[config.mk]
export PLATFORM = sky130hd
export DESIGN_NAME = pool_nl_accumulator_flat
export DESIGN_NICKNAME = d
export VERILOG_FILES = /design/src/rtl/pool_nl_pkg.sv /design/src/rtl/pool_nl_accumulator_if.sv /design/src/rtl/pool_nl_valid_track.sv /design/src/rtl/pool_nl_accumulator.sv /design/src/flat_wrapper.sv
export SDC_FILE = /design/constraint.sdc
export NUM_CORES = 1
export LEC_CHECK = 0
export BUFFER_PORTS_ARGS = -buffer_cell sky130_fd_sc_hd__buf_4
export CORE_ASPECT_RATIO = 0.75
export CORE_MARGIN = 1
export CORE_UTILIZATION = 35
export DETAILED_ROUTE_END_ITERATION = 6
export PLACE_DENSITY = 0.53
export SKIP_LAST_GASP = 1
export SYNTH_ARGS = -nofsm -noshare
export SYNTH_HDL_FRONTEND = slang
export SYNTH_SLANG_ARGS = --single-unit
[constraint.sdc]
create_clock -name clk -period 5.8 [get_ports clk]
set_clock_uncertainty 0.05 [all_clocks]
set_input_delay 0 -clock clk [delete_from_list [all_inputs] [get_ports clk]]
set_output_delay 0 -clock clk [all_outputs]
set_load 0.01 [all_outputs]
[src/rtl/pool_nl_pkg.sv]
// Shared types, widths and the output saturation helper for the pool_nl accumulator.
`ifndef WID_PE_BITS
`define WID_PE_BITS 16
`endif

package pool_nl_pkg;
    localparam int DATA_W  = `WID_PE_BITS;
    localparam int ACC_W   = 32;
    localparam int GRP_W   = 5;
    localparam int SHIFT_W = 5;

    localparam longint SAT_MAX_L = (64'sd1 <<< (DATA_W - 1)) - 64'sd1;
    localparam logic signed [ACC_W-1:0] SAT_MAX = ACC_W'(SAT_MAX_L);
    localparam logic signed [ACC_W-1:0] SAT_MIN = ACC_W'(-SAT_MAX_L - 64'sd1);

    typedef enum logic [1:0] {IDLE, ACCUM, FINAL} state_t;

    typedef struct packed {
        logic [GRP_W-1:0]   num_groups;
        logic [DATA_W-1:0]  bias;
        logic [SHIFT_W-1:0] shift;
        logic               relu_en;
    } cfg_t;

    function automatic logic signed [DATA_W-1:0] sat_shift(
        input logic signed [ACC_W-1:0] acc,
        input logic [SHIFT_W-1:0]      shift
    );
        logic signed [ACC_W-1:0] r;
        r = acc >>> shift;
        if (r > SAT_MAX) return SAT_MAX[DATA_W-1:0];
        if (r < SAT_MIN) return SAT_MIN[DATA_W-1:0];
        return r[DATA_W-1:0];
    endfunction
endpackage

[src/rtl/pool_nl_accumulator_if.sv]
// Tree-side and output-side signals of the pool_nl accumulator.
interface pool_nl_accumulator_if;
    logic                                     adder_enable;
    logic                                     mac_valid;
    logic signed [pool_nl_pkg::DATA_W-1:0]    tree_sum;
    logic                                     acc_stall;
    logic signed [pool_nl_pkg::DATA_W-1:0]    out_data;
    logic                                     out_valid;
    logic                                     out_ready;

    modport master (
        output adder_enable, mac_valid, tree_sum, out_ready,
        input  acc_stall, out_data, out_valid
    );
    modport slave (
        input  adder_enable, mac_valid, tree_sum, out_ready,
        output acc_stall, out_data, out_valid
    );
endinterface

[src/rtl/pool_nl_valid_track.sv]
// Follows mac_valid tags through the enable-gated adder tree and flags sums that would be overwritten.
module pool_nl_valid_track #(
    parameter int TREE_LAT = 3
) (
    input  logic clk,
    input  logic rst,
    input  logic adder_enable,
    input  logic mac_valid,
    input  logic clear,
    output logic fresh,
    output logic overrun_err
);
    // fresh is the top tag stage; unlike the lower stages it holds until consumed
    logic [TREE_LAT-2:0] tag_sr;
    logic                arrive;

    assign arrive = adder_enable && tag_sr[TREE_LAT-2];

    always_ff @(posedge clk) begin
        if (!rst) begin
            tag_sr      <= '0;
            fresh       <= 1'b0;
            overrun_err <= 1'b0;
        end else begin
            if (adder_enable)
                tag_sr <= (tag_sr << 1) | (TREE_LAT-1)'(mac_valid);
            if (arrive)
                fresh <= 1'b1;
            else if (clear)
                fresh <= 1'b0;
            if (fresh && !clear && arrive)
                overrun_err <= 1'b1;
        end
    end
endmodule

[src/rtl/pool_nl_accumulator.sv]
// Accumulates NUM_GROUPS tree sums per pixel, then bias, optional ReLU, shift and saturate.
module pool_nl_accumulator
    import pool_nl_pkg::*;
#(
    parameter int TREE_LAT = 3
) (
    input  logic                       clk,
    input  logic                       rst,
    pool_nl_accumulator_if.slave       bus,
    input  logic                       start,
    input  logic [GRP_W-1:0]           cfg_num_groups,
    input  logic signed [DATA_W-1:0]   cfg_bias,
    input  logic [SHIFT_W-1:0]         cfg_shift,
    input  logic                       cfg_relu_en,
    output logic                       overrun_err
);
    state_t                  state;
    cfg_t                    cfg, pend_cfg, new_cfg, cur_cfg;
    logic                    pend;
    logic [GRP_W-1:0]        group_cnt;
    logic signed [ACC_W-1:0] acc, biased;
    logic                    fresh, clear, consume, relatch_now, fire;

    pool_nl_valid_track #(.TREE_LAT(TREE_LAT)) u_track (
        .clk          (clk),
        .rst          (rst),
        .adder_enable (bus.adder_enable),
        .mac_valid    (bus.mac_valid),
        .clear        (clear),
        .fresh        (fresh),
        .overrun_err  (overrun_err)
    );

    always_comb begin
        new_cfg            = '0;
        new_cfg.num_groups = (cfg_num_groups == '0) ? GRP_W'(1) : cfg_num_groups;
        new_cfg.bias       = cfg_bias;
        new_cfg.shift      = cfg_shift;
        new_cfg.relu_en    = cfg_relu_en;
    end

    // A start at a pixel boundary takes effect for the sum consumed in the same cycle
    assign relatch_now = start && (state == ACCUM) && (group_cnt == '0);
    assign cur_cfg     = relatch_now ? new_cfg : cfg;
    assign clear       = fresh && (state != FINAL);
    assign consume     = fresh && (state == ACCUM);
    assign fire        = (state == FINAL) && (!bus.out_valid || bus.out_ready);
    assign bus.acc_stall = (state == FINAL) &&
                           ((bus.out_valid && !bus.out_ready) || fresh);

    always_comb begin
        biased = acc + ACC_W'($signed(cfg.bias));
        if (cfg.relu_en && biased[ACC_W-1])
            biased = '0;
    end

    always_ff @(posedge clk) begin
        if (!rst) begin
            state         <= IDLE;
            cfg           <= '0;
            pend_cfg      <= '0;
            pend          <= 1'b0;
            group_cnt     <= '0;
            acc           <= '0;
            bus.out_valid <= 1'b0;
            bus.out_data  <= '0;
        end else begin
            if (bus.out_valid && bus.out_ready)
                bus.out_valid <= 1'b0;
            case (state)
                IDLE: begin
                    if (start) begin
                        cfg       <= new_cfg;
                        pend      <= 1'b0;
                        group_cnt <= '0;
                        state     <= ACCUM;
                    end
                end
                ACCUM: begin
                    if (relatch_now) begin
                        cfg  <= new_cfg;
                        pend <= 1'b0;
                    end else if (start) begin
                        pend     <= 1'b1;
                        pend_cfg <= new_cfg;
                    end
                    if (consume) begin
                        acc <= (group_cnt == '0) ? ACC_W'(bus.tree_sum)
                                                 : acc + ACC_W'(bus.tree_sum);
                        if (group_cnt == cur_cfg.num_groups - GRP_W'(1)) begin
                            group_cnt <= '0;
                            state     <= FINAL;
                        end else begin
                            group_cnt <= group_cnt + GRP_W'(1);
                        end
                    end
                end
                FINAL: begin
                    if (start) begin
                        pend     <= 1'b1;
                        pend_cfg <= new_cfg;
                    end
                    if (fire) begin
                        bus.out_data  <= sat_shift(biased, cfg.shift);
                        bus.out_valid <= 1'b1;
                        state         <= ACCUM;
                        pend          <= 1'b0;
                        if (start)
                            cfg <= new_cfg;
                        else if (pend)
                            cfg <= pend_cfg;
                    end
                end
                default: state <= IDLE;
            endcase
        end
    end
endmodule

[src/flat_wrapper.sv]
// flat-port wrapper written by rule: the top's interface ports become plain ports
module pool_nl_accumulator_flat import pool_nl_pkg::*;
#(
    parameter int TREE_LAT = 3
)
  (clk, rst, start, cfg_num_groups, cfg_bias, cfg_shift, cfg_relu_en, overrun_err, bus_adder_enable, bus_mac_valid, bus_tree_sum, bus_out_ready, bus_acc_stall, bus_out_data, bus_out_valid);
  pool_nl_accumulator_if bus_i ();
  input  logic clk;
  input  logic rst;
  input  logic start;
  input  logic [GRP_W-1:0] cfg_num_groups;
  input  logic signed [DATA_W-1:0] cfg_bias;
  input  logic [SHIFT_W-1:0] cfg_shift;
  input  logic cfg_relu_en;
  output logic overrun_err;
  input wire logic [$bits(bus_i.adder_enable)-1:0] bus_adder_enable;
  input wire logic [$bits(bus_i.mac_valid)-1:0] bus_mac_valid;
  input wire logic [$bits(bus_i.tree_sum)-1:0] bus_tree_sum;
  input wire logic [$bits(bus_i.out_ready)-1:0] bus_out_ready;
  output wire logic [$bits(bus_i.acc_stall)-1:0] bus_acc_stall;
  output wire logic [$bits(bus_i.out_data)-1:0] bus_out_data;
  output wire logic [$bits(bus_i.out_valid)-1:0] bus_out_valid;
  assign bus_i.adder_enable = bus_adder_enable;
  assign bus_i.mac_valid = bus_mac_valid;
  assign bus_i.tree_sum = bus_tree_sum;
  assign bus_i.out_ready = bus_out_ready;
  assign bus_acc_stall = bus_i.acc_stall;
  assign bus_out_data = bus_i.out_data;
  assign bus_out_valid = bus_i.out_valid;
  pool_nl_accumulator #(.TREE_LAT(TREE_LAT)) u_core (.clk(clk), .rst(rst), .bus(bus_i), .start(start), .cfg_num_groups(cfg_num_groups), .cfg_bias(cfg_bias), .cfg_shift(cfg_shift), .cfg_relu_en(cfg_relu_en), .overrun_err(overrun_err));
endmodule
# Word level (Yosys, flattened, before mapping)

Index checks and enable logic that the tools add are counted.

Add/subtract/negate cells: 4
Order comparisons: 2
Equal/unequal tests: 11
Shift-type cells: 1
Mux-type cells: 44
Bitwise gates (word level): 1
Reduce and logical (&&, ||, !) cells: 32

Operators by type and width:

| operator                                                      | count |
|---|---|
| 2-to-1 mux 27 bit                                             | 7 |
| case mux 27 bit (3 select lines)                              | 1 |
| adder 32 x 16 -> 32 bit                                       | 2 |
| 2-to-1 mux 16 bit                                             | 4 |
| 2-to-1 mux 32 bit                                             | 2 |
| case mux 27 bit (2 select lines)                              | 1 |
| > comparator 32 x 16 -> 1 bit (second input constant)         | 1 |
| less-than comparator 32 x 16 -> 1 bit (second input constant) | 1 |
| >>> shifter 32 x 5 -> 32 bit                                  | 1 |
| 2-to-1 mux 5 bit                                              | 4 |
| 2-to-1 mux 1 bit                                              | 18 |
| logical AND 1 bit                                             | 12 |
| logical NOT 5 bit                                             | 2 |
| case mux 5 bit (2 select lines)                               | 1 |
| 2-to-1 mux 2 bit                                              | 4 |
| inequality test 2 bit (second input constant)                 | 4 |
| AND reduction 2 bit                                           | 4 |
| AND reduction 4 bit                                           | 2 |
| inequality test 2 x 1 -> 1 bit (second input constant)        | 3 |
| case mux 2 bit (3 select lines)                               | 1 |
| nonzero test 2 bit                                            | 3 |
| adder 5 x 1 -> 5 bit (second input constant)                  | 1 |
| equality test 5 bit                                           | 1 |
| AND reduction 5 bit                                           | 1 |
| other kinds (11)                                              | 14 |

Register bits: 115
Input port bits: 49
Output and inout bits: 19
Word-level logic and storage cells: 112

# Depth between registers and ports, before layout

Word-level depth: 15
Gate-level depth with buffers: 18
Depth with buffers taken out: 16

# Modules after synthesis

Synthesis repeated with hierarchy kept, for this count alone.

Cells, all modules: 1478
Area total of the unflattened synthesis: 11183.2 µm²

Modules (own cells, without submodules):

| module              | instances | cells an instance | area each (µm²) | sequential area each (µm²) |
|---|---|---|---|---|
| pool_nl_accumulator | 1         | 1465              | 11035.6         | 2222.1 |
| pool_nl_valid_track | 1         | 13                | 147.6           | 80.1 |

# Least setup slack after synthesis

Ideal clock, no wire load.

Path type: reg-to-reg
From: register u_core.cfg[21] (netlist bit)
To: register u_core.bus.out_data[13]
Setup time: 127 ps
Arrival: 4012 ps
Required time: 5623 ps
Path slack: 1611 ps
Cell stages (with the launch flop): 18
Path buffers: 3
Clock period less this slack: 4189 ps
Cell sequence: dfxtp_1 > ha_1 > buf_6 > a21o_1 > a2111o_1 > a21o_1 > and2_4 > buf_6 > o31ai_4 > nor3_1 > a311oi_1 > nor3_1 > o22ai_1 > nand4_1 > or3_4 > o21ai_4 > buf_6 > o22ai_2

Word-level cells in the longest chain between the ends: 12
Elaborated cells between the ends (all ways): 18
Those cells by class: 1 x add/sub; 2 x order compare; 1 x shift; 13 x mux; 1 x reduce/logical

Ends and longest elaborated chain:

| item                                  | line                         | RTL |
|---|---|---|
| start: declaration                    | pool_nl_accumulator.sv:18    | `cfg_t cfg, pend_cfg, new_cfg, cur_cfg;` |
| start signal: assignment              | pool_nl_accumulator.sv:73    | `cfg <= new_cfg;` |
| start signal: assignment              | pool_nl_accumulator.sv:81    | `cfg <= new_cfg;` |
| start signal: assignment              | pool_nl_accumulator.sv:109   | `cfg <= new_cfg;` |
| adder 32 x 16 -> 32 bit *             | pool_nl_accumulator.sv:52    | `biased = acc + ACC_W'($signed(cfg.bias));` |
| logical AND 1 bit                     | pool_nl_accumulator.sv:53    | `if (cfg.relu_en && biased[ACC_W-1])` |
| 2-to-1 mux 32 bit *                   | pool_nl_accumulator.sv:53    |  |
| >>> shifter 32 x 5 -> 32 bit *        | pool_nl_pkg.sv:30            | `r = acc >>> shift;` |
| less-than comparator 32 x 16 -> 1 bit | pool_nl_pkg.sv:32            | `if (r < SAT_MIN) return SAT_MIN[DATA_W-1:0];` |
| 2-to-1 mux 1 bit (2 in series)        | pool_nl_pkg.sv:32            |  |
| 2-to-1 mux 1 bit                      | pool_nl_accumulator.sv:103   | `if (fire) begin` |
| 2-to-1 mux 1 bit                      | pool_nl_accumulator.sv:70    | `case (state)` |
| 2-to-1 mux 1 bit                      | pool_nl_accumulator.sv:58    | `if (!rst) begin` |
| 2-to-1 mux 16 bit                     | pool_nl_pkg.sv:33            | `return r[DATA_W-1:0];` |
| 2-to-1 mux 16 bit *                   | pool_nl_pkg.sv:32            |  |
| end signal: assignment                | pool_nl_accumulator.sv:104   | `bus.out_data <= sat_shift(biased, cfg.shift);` |
| end: declaration                      | pool_nl_accumulator_if.sv:17 | `output acc_stall, out_data, out_valid` |

Mark *: on every way between the ends. The rest lies on a longest branch, timed or not. The select of a mux whose other input is x is not followed.
A chain may end at the register's enable or synchronous reset.

# Final worst setup path

From: register u_core.cfg[21] (netlist bit)
To: register u_core.bus.out_data[0]

Same word-level chain as after synthesis.

==> metrics.txt <==
# TYPE chip_impl_metric gauge
chip_impl_info{name="run_status",value="completed"} 1
chip_impl_metric{name="finalCriticalPeriod",unit="ns"} 5.131
chip_impl_metric{name="final_count_of_pins_violating_max_slew",unit=""} 0
chip_impl_info{name="ys_dominant_reg_cell",value="sky130_fd_sc_hd__dfxtp_1"} 1
chip_impl_metric{name="floorplan.initialDensity",unit=""} 0.3577
chip_impl_metric{name="number_of_global_route_vias_before_repair",unit=""} 10480
chip_impl_metric{name="drt_pre_antenna_iters",unit=""} 5
chip_impl_metric{name="max_clock_freq",unit="GHz"} 0.1949
chip_impl_metric{name="share_of_synthesized_area_occupied_by_flip_flops_and_latches",unit=""} 0.2125
chip_impl_metric{name="row_count",unit=""} 55
chip_impl_metric{name="core_area",unit="mm^2"} 0.03028
chip_impl_metric{name="n_fill_cell",unit=""} 3099
chip_impl_metric{name="diodes_inserted",unit=""} 0
chip_impl_info{name="worstSetupPathType",value="reg -> reg"} 1
chip_impl_metric{name="drtIter0Drc",unit=""} 938
chip_impl_metric{name="floorplan.die_area",unit="mm^2"} 0.03166
chip_impl_metric{name="grtUsageTotal",unit=""} 0.2262
chip_impl_metric{name="insertion_delay",unit="ns"} 0.42
chip_impl_metric{name="yosysWarnings",unit=""} 0
chip_impl_info{name="worst_setup_path_start_kind",value="flip-flop"} 1
chip_impl_metric{name="cts_made_buffers",unit=""} 17
chip_impl_metric{name="routed-wl-met3",unit="um"} 2029
chip_impl_metric{name="nNetsFinal",unit=""} 1620
chip_impl_info{name="yosysTopAreaCell",value="sky130_fd_sc_hd__dfxtp_1"} 1
chip_impl_metric{name="power_density",unit="mW/mm^2"} 454.8
chip_impl_metric{name="clock_sink_count",unit=""} 115
chip_impl_metric{name="cp.required",unit="ns"} 6.03
chip_impl_metric{name="postRouteAntennaNets",unit=""} 0
chip_impl_info{name="maxUsedRoutingLayer",value="met4"} 1
chip_impl_info{name="endpoint_kind",value="flip-flop"} 1
chip_impl_metric{name="worst_slew_pin_slew",unit="ns"} 1.111
chip_impl_metric{name="vias_post_dr",unit=""} 11230
chip_impl_metric{name="cts-resized-gates",unit=""} 0
chip_impl_metric{name="grt_remaining_overflow",unit=""} 0
chip_impl_metric{name="utilization",unit=""} 0.4182
chip_impl_metric{name="internal_power",unit="mW"} 2.935
chip_impl_info{name="cts_tree",value="yes"} 1
chip_impl_metric{name="final_layout_size_suffix_gt1_frac",unit=""} 0.1289
chip_impl_metric{name="sequentialPowerShare",unit=""} 0.196
chip_impl_metric{name="total_switching_power",unit="mW"} 2.824
chip_impl_metric{name="p_sw_frac",unit=""} 0.4903
chip_impl_metric{name="post_synth_inst_count",unit=""} 1440
chip_impl_metric{name="number_of_antenna_violations_at_the_first_check_in_global_routing",unit=""} 0
chip_impl_metric{name="synth_fp_nets",unit=""} 1560
chip_impl_info{name="grt_setup_unrepaired",value="false"} 1
chip_impl_metric{name="ctsHtreeMaxLevel",unit=""} 4
chip_impl_metric{name="finalWirelength",unit="um"} 35350
chip_impl_metric{name="worst_path_largest_cell_delay",unit="ns"} 0.67
chip_impl_metric{name="power.total",unit="mW"} 5.759
chip_impl_metric{name="reg_clk_slew_reported_paths",unit="ns"} 0.06
chip_impl_metric{name="design.portCount",unit=""} 68
chip_impl_metric{name="fin_crit_sh",unit=""} 0.8846
chip_impl_metric{name="gpl.final_weighted_congestion",unit=""} 0.9241
chip_impl_metric{name="final-setup-viol-count",unit=""} 0
chip_impl_metric{name="grt_start_max_net_pins",unit=""} 73
chip_impl_metric{name="max-vdd-ir-drop",unit="mV"} 0.2128
chip_impl_metric{name="synth_top_cell_area_share",unit=""} 0.2125
chip_impl_info{name="crit_path_cell_trace",value="buf_4, ha_1, a21o_1, a2111o_1, a21o_1, a21boi_0, a221o_1, or2_1, nor2_1, a211oi_2, nand4_1, or3_4, o21ai_4, o22ai_1"} 1
chip_impl_info{name="ys_top_cells_by_area",value="sky130_fd_sc_hd__dfxtp_1 (21%), sky130_fd_sc_hd__ha_1 (8.0%), sky130_fd_sc_hd__nor2_1 (6.0%), sky130_fd_sc_hd__nand2_1 (5.8%), sky130_fd_sc_hd__a21oi_1 (5.6%)"} 1
chip_impl_metric{name="r2r_slack",unit="ns"} 0.67
chip_impl_metric{name="drc",unit=""} 0
chip_impl_metric{name="syn-cell-area",unit="mm^2"} 0.01083
chip_impl_metric{name="totalNegativeSetupSlack",unit="ns"} 0
chip_impl_info{name="ys_top_cells_by_count",value="sky130_fd_sc_hd__nor2_1 (172), sky130_fd_sc_hd__nand2_1 (168), sky130_fd_sc_hd__a21oi_1 (121), sky130_fd_sc_hd__dfxtp_1 (115), sky130_fd_sc_hd__o21ai_0 (80)"} 1
chip_impl_metric{name="wl_per_cell",unit="um"} 18.49
chip_impl_metric{name="ys_seq_elements",unit=""} 115
chip_impl_metric{name="synth-async-reset-ratio",unit=""} 0
chip_impl_info{name="slowest_stage",value="sky130_fd_sc_hd__or2_1"} 1
chip_impl_metric{name="critPathArrivalTime",unit="ns"} 5.36
chip_impl_metric{name="p_leak",unit="nW"} 5.360
chip_impl_metric{name="synth.lib_cells_used.distinct",unit=""} 110
chip_impl_metric{name="routedLengthMet1",unit="um"} 18010
chip_impl_info{name="worstHoldPathType",value="in -> reg"} 1
chip_impl_metric{name="clock_share_of_power",unit=""} 0.191
chip_impl_info{name="synth_most_common_cell",value="sky130_fd_sc_hd__nor2_1"} 1
chip_impl_metric{name="cts-root-to-sink-buffers",unit=""} 2
chip_impl_metric{name="timing.max_cap.violations",unit=""} 0
chip_impl_metric{name="slew_headroom",unit=""} 0.2576
chip_impl_metric{name="vias_per_std_cell",unit=""} 5.876
chip_impl_metric{name="place_hpwl",unit="um"} 26460
chip_impl_metric{name="die_height",unit="um"} 154.4
chip_impl_metric{name="hold_violations_final",unit=""} 0
chip_impl_metric{name="number_of_flops_mapped_to_enable_cells_by_yosys",unit=""} 0
chip_impl_metric{name="critPathMaxFanout",unit=""} 20
chip_impl_metric{name="synthToLayoutAreaGrowth",unit="%"} 16.91
chip_impl_metric{name="syn-mean-instance-area",unit="um^2"} 7.522
chip_impl_metric{name="detailroute.wirelength.met2",unit="um"} 15120
chip_impl_metric{name="port-buffer-count",unit=""} 67
chip_impl_info{name="path_common_cell",value="sky130_fd_sc_hd__a21o_1"} 1
chip_impl_metric{name="grt_first_pass_wirelength",unit="um"} 57490
chip_impl_metric{name="fp.dieW",unit="um"} 205.1
chip_impl_metric{name="comb_power_share",unit=""} 0.613
chip_impl_info{name="clock_tree.root_cell",value="sky130_fd_sc_hd__clkbuf_16"} 1
## power by group through the flow
stage | sequential, mW | combinational (mW) | clock (mW)
floorplan | 1.10 | 2.53 | 0
global placement | 1.14 | 3.44 | 0
detailed placement | 1.15 | 3.42 | 0
CTS | 1.13 | 3.46 | 1.13
global route | 1.15 | 3.85 | 1.16
finish | 1.13 | 3.53 | 1.10
## routing by layer
metal  vias up  track usage
li1       5539            -
met1      5378       0.3434
met2       304       0.3329
met3        13      0.03835
met4         0      0.03810
met5         -            0
## per-stage QoR
| stage | hold WS [ns] | cells | setup slack, ns | area (um^2) |
|---|---|---|---|---|
| 2_1_floorplan | 0.08596 | 1440 | 1.611 | 10830 |
| 3_3_place_gp | 0.1918 | 1834 | 0.8252 | 11590 |
| 3_5_place_dp | 0.2012 | 1834 | 0.7995 | 11590 |
| 4_1_cts | 0.04523 | 1912 | 0.7767 | 12660 |
| 5_1_grt | 0.08005 | 1912 | 0.4066 | 12660 |
| 6_report | 0.06007 | 1912 | 0.6693 | 12660 |
## path summary, 6_finish.rpt
check,start,cells past startpoint,to
max reg2reg,u_core.cfg[21],14,u_core.bus.out_data[0]
min,start,4,u_core.pend
min reg2reg,u_core.pend_cfg[8],2,u_core.pend_cfg[8]
max,u_core.cfg[21],14,u_core.bus.out_data[0]
## repair_timing
action	in CTS	in global routing
buffers inserted	0	0
hold buffers	46	0
setup endpoints to repair	0	0
endpoints found under the hold margin	70	0
## state kept, by name, indices dropped and copies added, names as in the netlist
name                        cells
u_core.acc                     32
u_core.bus.out_data            16
u_core.bus.out_valid            1
u_core.cfg                     27
u_core.group_cnt                5
u_core.pend                     1
u_core.pend_cfg                27
u_core.state                    2
u_core.u_track.fresh            1
u_core.u_track.overrun_err      1
u_core.u_track.tag_sr           2
## cells by family after synthesis
logic type / share of synthesized area
AOI/OAI and AO/OA: 0.3469
xor gates and xnor gates: 0.04528
adders and majority gates: 0.08340
buffers and inverters: 0.04782
DFF: 0.2125
muxes: 0.05291
and+or+nand+nor: 0.2112
## layout make-up
cell class                      count  area (um^2)  share of cell area
Sequential cell                   115         2302              0.1818
Clock inverter                     14        170.2             0.01344
Multi-Input combinational cell   1202         8034              0.6344
Timing Repair Buffer              130         1091             0.08616
Tap cell                          399        499.2             0.03942
Inverter                           34        127.6             0.01008
Clock buffer                       18        439.2             0.03468
## placed cells by master, fill, tap and decap left out, drive strengths merged, types with 12 or more instances in the layout
cell type    count
mux2            12
nand2          170
nand3           28
dlygate4sd3     46
nor3            24
nor2           176
inv             39
a22oi           25
and3            18
o21ai           94
a211oi          46
a21o            30
nand4           15
o22ai           24
a21oi          125
xnor2           28
clkbuf          18
a311oi          15
ha              69
dfxtp          115
buf             84
a31oi           15
xor2            28
o211ai          23
o21a            12
mux2i           28
## worst max-delay path: cells and delay by family, from the launching register on
kind / cells / cell delay, ns
compound gates: 8 / 2.40
simple gates: 4 / 1.41
flops: 1 / 0.49
fa+ha+maj: 1 / 0.38
buf+inv: 1 / 0.26
Power figures use the tool's default switching activity.
